### config.mk
export PLATFORM = sky130hd
export DESIGN_NAME = mc_control
export DESIGN_NICKNAME = d
export VERILOG_FILES = /design/src/rtl/mc_control.sv
export SDC_FILE = /design/constraint.sdc
export NUM_CORES = 1
export LEC_CHECK = 0
export BUFFER_PORTS_ARGS = -buffer_cell sky130_fd_sc_hd__buf_2
export CAP_MARGIN = 20
export CORE_ASPECT_RATIO = 0.7
export CORE_MARGIN = 2
export CORE_UTILIZATION = 45
export CTS_CLUSTER_DIAMETER = 80
export CTS_CLUSTER_SIZE = 30
export DETAILED_ROUTE_END_ITERATION = 12
export PLACE_DENSITY = 0.73
export SLEW_MARGIN = 20
export SYNTH_ARGS = -nofsm -noshare
export SYNTH_HDL_FRONTEND = slang
export SYNTH_SLANG_ARGS = --single-unit
### constraint.sdc
create_clock -name clk -period 6.9 [get_ports clk]
set_input_delay 1.035 -clock clk [delete_from_list [all_inputs] [get_ports clk]]
set_output_delay 1.035 -clock clk [all_outputs]
set_load 0.05 [all_outputs]
### src/rtl/mc_control.sv
// mc_control: multi-cycle MIPS control FSM (FETCH/DECODE/EXE/MEM/WB) with a
// parametrised memory wait/ready handshake and a retired-instruction counter.
// Optional feature: define ILLEGAL_TRAP_EN to send unsupported opcodes to TRAP.
module mc_control #(
    parameter int MEM_WAIT = 0,
    parameter int CNT_W    = 32
) (
    input  logic             clk,
    input  logic             reset,
    input  logic [5:0]       op,
    input  logic [5:0]       func,
    input  logic             zero,
    input  logic             rs_gtz,
    input  logic             mem_rdy,
    output logic             mem_req,
    output logic             mem_write,
    output logic             ir_write,
    output logic             pc_en,
    output logic [1:0]       pc_src,
    output logic             reg_write,
    output logic [1:0]       regdst,
    output logic [1:0]       wb_sel,
    output logic             alusrc,
    output logic [2:0]       aluop,
    output logic [1:0]       extop,
    output logic             instr_done,
    output logic [CNT_W-1:0] icount,
    output logic [2:0]       state,
    output logic             illegal
);

    typedef enum logic [2:0] {
        S_FETCH  = 3'd0,
        S_DECODE = 3'd1,
        S_EXE    = 3'd2,
        S_MEM_RD = 3'd3,
        S_MEM_WR = 3'd4,
        S_WB     = 3'd5,
        S_TRAP   = 3'd6
    } state_t;

    localparam logic [3:0] WAIT_MAX = 4'(MEM_WAIT);

    state_t     cur, nxt;
    logic [3:0] wcnt;
    logic       mem_state, done;

    // Instruction classification from the IR fields
    logic is_r, is_addu, is_subu, is_sll, is_jr, is_ori, is_lui;
    logic is_lw, is_sw, is_beq, is_bgtz, is_j, is_jal, is_alu_r, legal;

    assign is_r     = (op == 6'h00);
    assign is_addu  = is_r && (func == 6'h21);
    assign is_subu  = is_r && (func == 6'h23);
    assign is_sll   = is_r && (func == 6'h00);
    assign is_jr    = is_r && (func == 6'h08);
    assign is_ori   = (op == 6'h0D);
    assign is_lui   = (op == 6'h0F);
    assign is_lw    = (op == 6'h23);
    assign is_sw    = (op == 6'h2B);
    assign is_beq   = (op == 6'h04);
    assign is_bgtz  = (op == 6'h07);
    assign is_j     = (op == 6'h02);
    assign is_jal   = (op == 6'h03);
    assign is_alu_r = is_addu | is_subu | is_sll;
    assign legal    = is_alu_r | is_jr | is_ori | is_lui | is_lw | is_sw |
                      is_beq | is_bgtz | is_j | is_jal;

    // An access completes only in a memory state, after the wait has elapsed
    assign mem_state = (cur == S_FETCH) || (cur == S_MEM_RD) || (cur == S_MEM_WR);
    assign done      = mem_state && (wcnt == WAIT_MAX) && mem_rdy;
    assign state     = cur;

    // ALU controls shared by EXE and WB so the result stays stable into write-back
    logic [2:0] alu_op_d;
    logic       alu_src_d;
    logic [1:0] ext_op_d;
    always_comb begin
        alu_op_d  = 3'b000;
        alu_src_d = is_ori | is_lui | is_lw | is_sw;
        ext_op_d  = 2'b00;
        if (is_subu || is_beq || is_bgtz) alu_op_d = 3'b001;
        else if (is_ori)                  alu_op_d = 3'b010;
        else if (is_lui)                  alu_op_d = 3'b011;
        else if (is_sll)                  alu_op_d = 3'b100;
        if (is_lw || is_sw)               ext_op_d = 2'b01;
        else if (is_lui)                  ext_op_d = 2'b10;
    end

    // Next-state and output decode; reset forces every strobe low
    always_comb begin
        nxt        = cur;
        mem_req    = 1'b0;
        mem_write  = 1'b0;
        ir_write   = 1'b0;
        pc_en      = 1'b0;
        pc_src     = 2'b00;
        reg_write  = 1'b0;
        regdst     = 2'b00;
        wb_sel     = 2'b00;
        alusrc     = 1'b0;
        aluop      = 3'b000;
        extop      = 2'b00;
        instr_done = 1'b0;
        illegal    = 1'b0;
        case (cur)
            S_FETCH: begin
                mem_req = 1'b1;
                if (done) begin
                    ir_write = 1'b1;
                    pc_en    = 1'b1;
                    nxt      = S_DECODE;
                end
            end
            S_DECODE: begin
                if (is_j) begin
                    pc_en = 1'b1; pc_src = 2'b10; instr_done = 1'b1;
                end else if (is_jal) begin
                    pc_en = 1'b1; pc_src = 2'b10; reg_write = 1'b1;
                    regdst = 2'b10; wb_sel = 2'b10; instr_done = 1'b1;
                end else if (is_jr) begin
                    pc_en = 1'b1; pc_src = 2'b11; instr_done = 1'b1;
                end else if (legal) begin
                    nxt = S_EXE;
                end else begin
`ifdef ILLEGAL_TRAP_EN
                    nxt = S_TRAP;
`else
                    instr_done = 1'b1;
`endif
                end
            end
            S_EXE: begin
                aluop  = alu_op_d;
                alusrc = alu_src_d;
                extop  = ext_op_d;
                if (is_beq) begin
                    pc_en = zero; pc_src = 2'b01; instr_done = 1'b1;
                end else if (is_bgtz) begin
                    pc_en = rs_gtz; pc_src = 2'b01; instr_done = 1'b1;
                end else if (is_lw) begin
                    nxt = S_MEM_RD;
                end else if (is_sw) begin
                    nxt = S_MEM_WR;
                end else begin
                    nxt = S_WB;
                end
            end
            S_MEM_RD: begin
                mem_req = 1'b1;
                if (done) nxt = S_WB;
            end
            S_MEM_WR: begin
                mem_req   = 1'b1;
                mem_write = 1'b1;
                if (done) instr_done = 1'b1;
            end
            S_WB: begin
                reg_write  = 1'b1;
                aluop      = alu_op_d;
                alusrc     = alu_src_d;
                extop      = ext_op_d;
                regdst     = is_alu_r ? 2'b01 : 2'b00;
                wb_sel     = is_lw ? 2'b01 : 2'b00;
                instr_done = 1'b1;
            end
            S_TRAP: begin
                nxt = S_TRAP;
`ifdef ILLEGAL_TRAP_EN
                illegal = 1'b1;
`endif
            end
            default: nxt = S_FETCH;
        endcase
        if (instr_done) nxt = S_FETCH;
        if (reset) begin
            mem_req    = 1'b0;
            mem_write  = 1'b0;
            ir_write   = 1'b0;
            pc_en      = 1'b0;
            reg_write  = 1'b0;
            instr_done = 1'b0;
            illegal    = 1'b0;
        end
    end

    // State, wait counter (cleared on any state change) and retire counter
    always_ff @(posedge clk) begin
        if (reset) begin
            cur    <= S_FETCH;
            wcnt   <= 4'd0;
            icount <= '0;
        end else begin
            cur <= nxt;
            if (nxt != cur)
                wcnt <= 4'd0;
            else if (mem_state && (wcnt != WAIT_MAX))
                wcnt <= wcnt + 4'd1;
            if (instr_done)
                icount <= icount + CNT_W'(1);
        end
    end

endmodule
* Yosys cells after proc, flatten, opt, wreduce, memory -nomap -nowiden
Index checks and enable logic that the tools add are counted.
Widths: inputs -> output; s select.
** Cells by class
- Add/sub/neg operators :: 2
- Multiply operators :: 0
- Div/mod/pow operators :: 0
- $lt $le $gt $ge :: 0
- Equal/unequal tests :: 18
- Shift-type cells :: 0
- Muxes and demuxes :: 59
- Bitwise operators :: 14
- Reduce and logical (&&, ||, !) cells :: 21
** Operators with widths (number)
- $mux 3 :: 15
- $add 32x1->32 const B :: 1
- $mux 1 :: 29
- $eq 6x6->1 const B :: 4
- $eq 6x4->1 const B :: 3
- $pmux 3 s6 :: 1
- $mux 2 :: 8
- $or 1x1->1 :: 14
- $eq 6x2->1 const B :: 2
- $eq 6x3->1 const B :: 2
- $logic_not 6->1 :: 2
- $pmux 2 s2 :: 3
- $eq 3x3->1 const B :: 3
- $logic_and 1x1->1 :: 7
- $eq 3x2->1 const B :: 2
- $reduce_or 2->1 :: 3
- $logic_or 1x1->1 :: 5
- $add 4x1->4 const B :: 1
- $logic_not 4->1 :: 1
- $pmux 1 s4 :: 1
- $reduce_bool 4->1 :: 1
- $eq 3x1->1 const B :: 1
- $logic_not 3->1 :: 1
- $ne 3x3->1 :: 1
- 3 further kinds :: 3
** Storage, ports and cells
- Bits in registers :: 39
- Latch bits :: 0
- RAM bits :: 0
- ROM bits :: 0
- Output and inout port bits :: 54
- Logic and storage cells :: 117
- Memories :: 0

* Depth between registers and ports, before layout
Gate-level depths: netlist of run 1.
- Depth in word-level cells :: 21
- Gate-level depth with buffers :: 9
- Gate-level depth less buffers :: 8

* Worst setup path after synthesis of run 1
No wires, ideal clock.
- Path kind :: input -> output
- From :: input port op[5]
- To :: output port pc_en
- Arrival time :: 4947 ps
- Required time :: 5865 ps
- Path slack :: 918 ps
- Cell stages on the path :: 6
- Buffers on the path :: 0
- Cell sequence :: or3_1 > nor2_1 > nand2b_1 > nor2_1 > nor2_1 > a2111oi_0
** On the way
- Word-level cells in the longest chain between the ends :: 7
- Elaborated cells on any way between the ends :: 13
- Classes of those cells :: eq/ne (4); mux (7); reduce/logical (2)
** RTL lines
- start: declaration :: line 10 : input logic [5:0] op,
- $logic_not 6->1 :: line 52 : assign is_r = (op == 6'h00);
- $logic_and 1x1->1 :: line 56 : assign is_jr = is_r && (func == 6'h08);
- $mux 1 :: line 121 : end else if (is_jr) begin
- $mux 1 :: line 118 : end else if (is_jal) begin
- $mux 1 :: line 116 : if (is_j) begin
- $pmux 1 s3 (*) :: line 106 : case (cur)
- $mux 1 (*) :: line 176 : if (reset) begin
- end: declaration :: line 18 : output logic pc_en,
Mark *: on every way between the ends. The rest lies on a longest branch, timed or not.

* Final worst setup path of run 1
- From :: input port op[5]
- To :: output port instr_done
** On the way
- Word-level cells in the longest chain between the ends :: 19
- Elaborated cells on any way between the ends :: 32
- Classes of those cells :: eq/ne (8); mux (8); bitwise (11); reduce/logical (5)
** RTL lines
- $logic_not 6->1 :: line 52
- $logic_and 1x1->1 (on tied branches) :: line 53, 54
- $or 1x1->1 (2 in series) :: line 65 : assign is_alu_r = is_addu | is_subu | is_sll;
- $or 1x1->1 (6 in series) :: line 66 : assign legal = is_alu_r | is_jr | is_ori | is_lui | is_lw | is_sw |
- $or 1x1->1 (3 in series) :: line 67 : is_beq | is_bgtz | is_j | is_jal;
- $mux 1 :: line 123 : end else if (legal) begin
- $mux 1 :: line 121
- $mux 1 :: line 118
- $mux 1 :: line 116
- $pmux 1 s4 (*) :: line 106
- $mux 1 (*) :: line 176
- end: declaration :: line 26 : output logic instr_done,
Marks and branches as above.

==> summary.md, run 1 <==
| Metric | Value |
|---|---|
| Die area | `6840 sq um` |
| WP data required | `5.86 ns` |
| Peak VDD IR | `0.0823 mV` |
| Worst setup margin | `2.84 ns` |
| Pwr dens | `153 nW/um^2` |
| Vias | `2813` |
| IO Count | `71` |
| Top_reg_cell synth | `dfxtp_1` |
| Cell variety after synth | `57` |
| DPL Wire Length | `5130 microns` |
| Post-CTS setup buffers | `0` |
| Slew HR | `47.1%` |
| Sequential share of the synthesized area | `28.1%` |
| CP Class | `in2out` |
| Clk Latency, worst-skew pair | `0.30 ns` |
| Core Area | `5840 sq um` |
| IO buf count | `69` |
| F_max | `0.246 GHz` |
| GRT Resource Usage Total | `20.3%` |
| Final Hold Viols | `0` |
| Std-Cell Rows | `23` |
| CTS tree | `yes` |
| WP data arrival | `3.03 ns` |
| MaxCap Viol Count | `0` |
| Layout cell share with drive strength beyond 1 | `27.1%` |
| Overflow after GRT | `0` |
| Leakage | `0.00137 uW` |
| Worst slew pin tran | `0.782 ns` |
| # diodes | `0` |
| Via density | `5.63` |
| Register area | `781 sq um` |
| Area grow syn2layout | `15.6%` |
| Number of synthesized flops with an enable pin | `0` |
| Largest net degree at the start of global routing | `68` |
| GP Congestion | `0.933` |
| Post-route cell area | `3210 sq um` |
| Dpl cell area | `3100 sq um` |
| Die Span X | `98.0 microns` |
| Total clock sinks | `39` |
| CP Max Fanout | `34` |
| Yosys warns | `0` |
| Wirelength, routed | `7090 microns` |
| Htree depth | `2` |
| Iteration-0 DRC Markers | `299` |
| Cell area after synthesis | `2780 sq um` |
| Area of the multi-input gates | `1810 sq um` |
| Root Driver | `clkbuf_8` |
| Final net count | `444` |
| Post-DRT Antenna Nets | `0` |
| Fill cells | `582` |
| Die Ht | `69.8 microns` |
| Final core occ | `55.0%` |
| Final period util | `58.9%` |
| CTS resizes | `0` |
| Syn nets | `392` |
| Minimum clock period | `4.06 ns` |
| Starting Density | `47.6%` |
| CTS Hold Bufs | `0` |
| Inserted Clock Buffers | `5` |
| Outcome | `completed` |
| DRT Pass-1 Iters | `4` |
| Skew final | `0.0118 ns` |
| Setup crit end kind | `output pin` |
| Setup_tns | `0 ns` |
| Cells after Synth | `372` |
| Max clock buf depth | `2` |
| Unrepaired setup endpoints after global routing | `false` |
| Routed length per instance | `14.2 microns` |
| Total power | `492 uW` |
| #FFs+latches synth | `39` |
| Avg Cell Area, Syn | `7.48 sq um` |
| CTS clk-pin slew, worst paths | `0.07 ns` |
| Vias in the first global route | `2499` |
| First-pass GRT wire length | `11800 microns` |
| DP Worst Slack | `2.88 ns` |
| Initial antenna violation count | `0` |
| Hold crit path type | `reg2reg` |
| Final Max Slew Viols | `0` |
| Final setup fails | `0` |
| DRC errors left | `0` |
| Crit path launch type | `primary input` |
| Asr flop ratio synth | `0%` |
==> critical path, cell delays in order <==
cell and delay, ns:
buf_2 0.13, or3_1 0.44, nor4b_2 0.39, a21o_1 0.19
o22a_1 0.14, buf_4 0.32, a21oi_1 0.12, buf_2 0.25
==> power breakdown <==
| part | switching (uW) | internal (uW) |
|---|---|---|
| Sequential | 2.65 | 226 |
| Combinational | 43.8 | 17.7 |
| Clock | 84.5 | 117 |
==> layout by cell type (no fill, tap or decap), drive strengths merged, types with 4 or more instances in the layout <==
cell type / n
nand2: 19
a21oi: 39
buf: 71
clkbuf: 6
dfxtp: 39
mux2: 28
inv: 13
or3: 4
nand4: 10
nand3: 23
nor2b: 27
o21ai: 11
nor3: 14
a211oi: 5
and3: 7
nor2: 53
nand2b: 5
and2: 4
==> through the flow <==
| stage | std cells | hold WS, ns |
|---|---|---|
| 3_5_place_dp | 492 | 0.513 |
| 5_1_grt | 500 | 0.588 |
| 6_report | 500 | 0.539 |
| 2_1_floorplan | 372 | 0.510 |
| 4_1_cts | 500 | 0.540 |
| 3_3_place_gp | 492 | 0.497 |
==> synthesized netlist by cell type, types with 4 or more instances <==
cell	n	area share [%]
nor2_1	53	7.2
a21oi_1	39	7.0
dfxtp_1	39	28
mux2_2	27	11
nor2b_1	27	6.1
nand3_1	23	4.1
nand2_1	19	2.6
clkbuf_1	14	1.9
nor3_1	14	2.5
inv_1	12	1.6
o21ai_0	11	2.0
nand4_1	10	2.2
and3_1	7	1.6
buf_4	6	1.6
nand2b_1	5	1.1
a211oi_1	4	1.1
or3_1	4	0.90
==> registers in the layout, indices dropped and copies added (netlist names) <==
register  flops
icount       32
wcnt          4
state         3
==> layout make-up <==
cell class / count / area share, %
Sequential cell: 39 / 24.3
Clock inverter: 2 / 1.09
Timing Repair Buffer: 71 / 11.2
Inverter: 13 / 1.52
Multi-Input combinational cell: 294 / 56.4
Clock buffer: 6 / 2.57
Tap cell: 75 / 2.92
==> cell families after synthesis <==
| kind of cell | synth area share [%] |
|---|---|
| and+or+nand+nor | 35.2 |
| DFF | 28.1 |
| AOI/OAI and AO/OA | 15.1 |
| adders and majority gates | 1.35 |
| muxes | 12.4 |
| xor gates and xnor gates | 0.945 |
| other | 0.135 |
| buffers and inverters | 6.75 |
==> metal layers <==
layer	global-route usage, %	wire, microns	up-vias
li1	-	-	1418
met4	4.01	42	0
met2	30.1	2980	87
met3	5.04	470	7
met5	0	0	-
met1	29.7	3600	1301
==> final timing paths <==
| path | start | end | slack, ns | depth (start not counted) |
|---|---|---|---|---|
| max | op[5] | instr_done | 2.84 | 8 |
| min | icount[18] | icount[18] | 0.54 | 2 |
| max reg2reg | state[0] | icount[31] | 4.29 | 7 |
| min reg2reg | icount[18] | icount[18] | 0.54 | 2 |
No activity file was read; power rests on OpenSTA's default activity.
==> run 2: changes to the inputs <==
--- a/config.mk
+++ b/config.mk
@@ -13,7 +13,7 @@
 export CTS_CLUSTER_DIAMETER = 80
 export CTS_CLUSTER_SIZE = 30
 export DETAILED_ROUTE_END_ITERATION = 12
-export PLACE_DENSITY = 0.73
+export PLACE_DENSITY = 0.76
 export SLEW_MARGIN = 20
 export SYNTH_ARGS = -nofsm -noshare
 export SYNTH_HDL_FRONTEND = slang
==> constraint.sdc (replaced) <==
create_clock -name clk -period 3.4 [get_ports clk]
set_input_delay 0.51 -clock clk [delete_from_list [all_inputs] [get_ports clk]]
set_output_delay 0.51 -clock clk [all_outputs]
set_load 0.05 [all_outputs]
==> run 2 against run 1 <==
Utilization increased by 0.36 points. Critical path depth stayed put. Sequential cell count did not move. Count of clock-buffer cells in the layout increased by 2. Non-clock buffer count up 2. Clock power grew 73%. Final cell count up 0.40%. Sequential power grew 100%. Die area did not move. Register-to-register slack worse by 3.5 ns. First-iteration DRC count shrank 37%. Setup slack got worse by 2.4 ns. Critical endpoint is now pc_en.
==> summary.md, run 2 (synthesis gave the netlist of run 1 again) <==
| Metric | Value |
|---|---|
| Die Ht | `69.8 microns (unchanged)` |
| Critical Path Slowest Stage Cell | `nor4bb_1` |
| Die Span X | `98.0 microns (unchanged)` |
| Final Max Slew Viols | `0 (unchanged)` |
| Outcome | `completed` |
| Vias in the first global route | `2471 (-1.1%)` |
| IO buf count | `69 (unchanged)` |
| Commonest non-fill, non-tap cell in the layout | `buf_2` |
| CTS clk-pin slew, worst paths | `0.07 ns (about the same)` |
| CP top delay family | `simple AND/OR/NAND/NOR gates` |
| Pwr dens | `291 nW/um^2 (+90%)` |
| Total clock sinks | `39 (unchanged)` |
| Total power | `943 uW (+92%)` |
| Final period util | `88.1%` |
| # diodes | `0 (unchanged)` |
| Post-DRT Antenna Nets | `0 (unchanged)` |
| Max clock buf depth | `2 (unchanged)` |
| DRC errors left | `0 (unchanged)` |
| Clk Latency, worst-skew pair | `0.30 ns (about the same)` |
| Skew final | `0.00542 ns (-0.00637 ns)` |
| CTS tree | `yes` |
| Crit path to | `pc_en` |
| DPL Wire Length | `5130 microns (about the same)` |
| Layout cell share with drive strength beyond 1 | `27.6% (+0.58 points)` |
| Biggest register | `icount` |
| F_max | `0.334 GHz` |
| Initial antenna violation count | `0 (unchanged)` |
| Minimum clock period | `3.00 ns` |
| CP cell instances | `inv_1 -> ha_1 -> nor4bb_1 -> nand2_1 -> o22ai_1 -> nor2_1 -> a2111oi_4 -> buf_2` |
| Post-CTS setup buffers | `0 (unchanged)` |
| Crit. Startpoint | `wcnt[0]` |
| IO Count | `71 (unchanged)` |
| Slew HR | `43.8% (-3.3 points)` |
| Final Hold Viols | `0 (unchanged)` |
| Htree depth | `2 (unchanged)` |
| Final net count | `446 (+0.45%)` |
| Max incr delay on CP | `0.60 ns (+0.16 ns)` |
| WP depth | `8 (unchanged)` |
| Wirelength, routed | `6980 microns (-1.6%)` |
| First-pass GRT wire length | `11600 microns (-1.5%)` |
| Inserted Clock Buffers | `5 (unchanged)` |
| Peak VDD IR | `0.191 mV (+130%)` |
| CTS resizes | `0 (unchanged)` |
| Std-Cell Rows | `23 (unchanged)` |
| Final setup fails | `0 (unchanged)` |
| R2R Setup Slk | `0.80 ns (-3.49 ns)` |
| FF-to-FF End | `icount[31]` |
| Worst r2r src | `state[0]` |
| Largest net degree at the start of global routing | `67 (-1.5%)` |
| Unrepaired setup endpoints after global routing | `false` |
| MaxCap Viol Count | `0 (unchanged)` |
| DP Worst Slack | `0.565 ns (-2.31 ns)` |
| Routed length per instance | `13.9 microns (-2.0%)` |
| Starting Density | `47.6% (unchanged)` |
| CP Class | `reg2out` |
| Final core occ | `55.4% (+0.36 points)` |
| Hold crit path type | `reg2reg` |
| CTS Hold Bufs | `0 (unchanged)` |
| Crit path launch type | `flop` |
| Setup_tns | `0 ns (unchanged)` |
| Buf/Inv on CP | `2 (-1)` |
| Most frequent cells in the layout | `69 x buf_2, 53 x nor2_1, 39 x a21oi_1, 39 x dfxtp_1` |
| Iteration-0 DRC Markers | `188 (-37%)` |
| CP Max Fanout | `4 (-88%)` |
| Worst setup margin | `0.404 ns (-2.43 ns)` |
| Leakage | `0.00138 uW (+0.20%)` |
| Worst slew pin tran | `0.831 ns (+0.0489 ns)` |
| Root Driver | `clkbuf_8` |
| Vias | `2809 (-0.14%)` |
| Setup crit end kind | `output pin` |
| DRT Pass-1 Iters | `5 (+1)` |
| WP data arrival | `2.49 ns (-0.54 ns)` |
| Max reg flops | `32 (unchanged)` |
| Core Area | `5840 sq um (unchanged)` |
| WP data required | `2.89 ns (-2.97 ns)` |
| Overflow after GRT | `0 (unchanged)` |
| R2R cell count | `7 (unchanged)` |
| Die area | `6840 sq um (unchanged)` |
| Area grow syn2layout | `16.3%` |
| GP Congestion | `0.919 (-1.5%)` |
| Via density | `5.60 (-0.54%)` |
| GRT Resource Usage Total | `20.2% (-0.059 points)` |
## run 2: changes by cell type in the layout (fill, tap and decap cells not counted), sizes merged
| cell | change |
|---|---|
| buf | +2 |
| clkinv | -1 |
| clkbuf | +2 |
| bufinv | -1 |
## run 2: layout make-up
class                      count  area [sq um]
timing repair buffer          73           375
inverter                      13          48.8
multi-input combinational    294          1840
tap                           75          93.8
clock buffer                   8           100
sequential                    39           781
fill                         570          2610
## run 2: tightest hold or removal path, delay by kind of cell (launching register included)
kind,cells,cell delay (ns)
AOI/OAI and AO/OA,1,0.05
DFF,1,0.34
and+or+nand+nor,1,0.07
## run 2: worst min path at each step
stage,start,endpoint,depth (start not counted)
2_1_floorplan,wcnt[1],wcnt[1],2
3_5_place_dp,icount[1],icount[1],2
5_1_grt,icount[1],icount[1],2
4_1_cts,icount[1],icount[1],2
3_3_place_gp,icount[1],icount[1],2
6_report,icount[1],icount[1],2
## run 2: through the flow
step	cell area, sq um	instances	hold slack [ns]
2_1_floorplan	2810	372	0.510
3_3_place_gp	3140	494	0.499
3_5_place_dp	3140	494	0.504
4_1_cts	3240	502	0.515
5_1_grt	3240	502	0.542
6_report	3240	502	0.509
## run 2: routing by layer
layer	share of wire, %	global-route usage [%]	vias to the layer above
li1	-	-	1421
met1	50	30.3	1289
met2	42	29.4	87
met3	6.6	4.44	12
met4	1.3	4.48	0
met5	0	0	-
## run 2: where the power goes
group / total [uW] / internal [uW] / switching, uW
Clock: 349 / 185 / 164
Sequential: 464 / 459 / 5.20
Combinational: 129 / 38.2 / 90.6
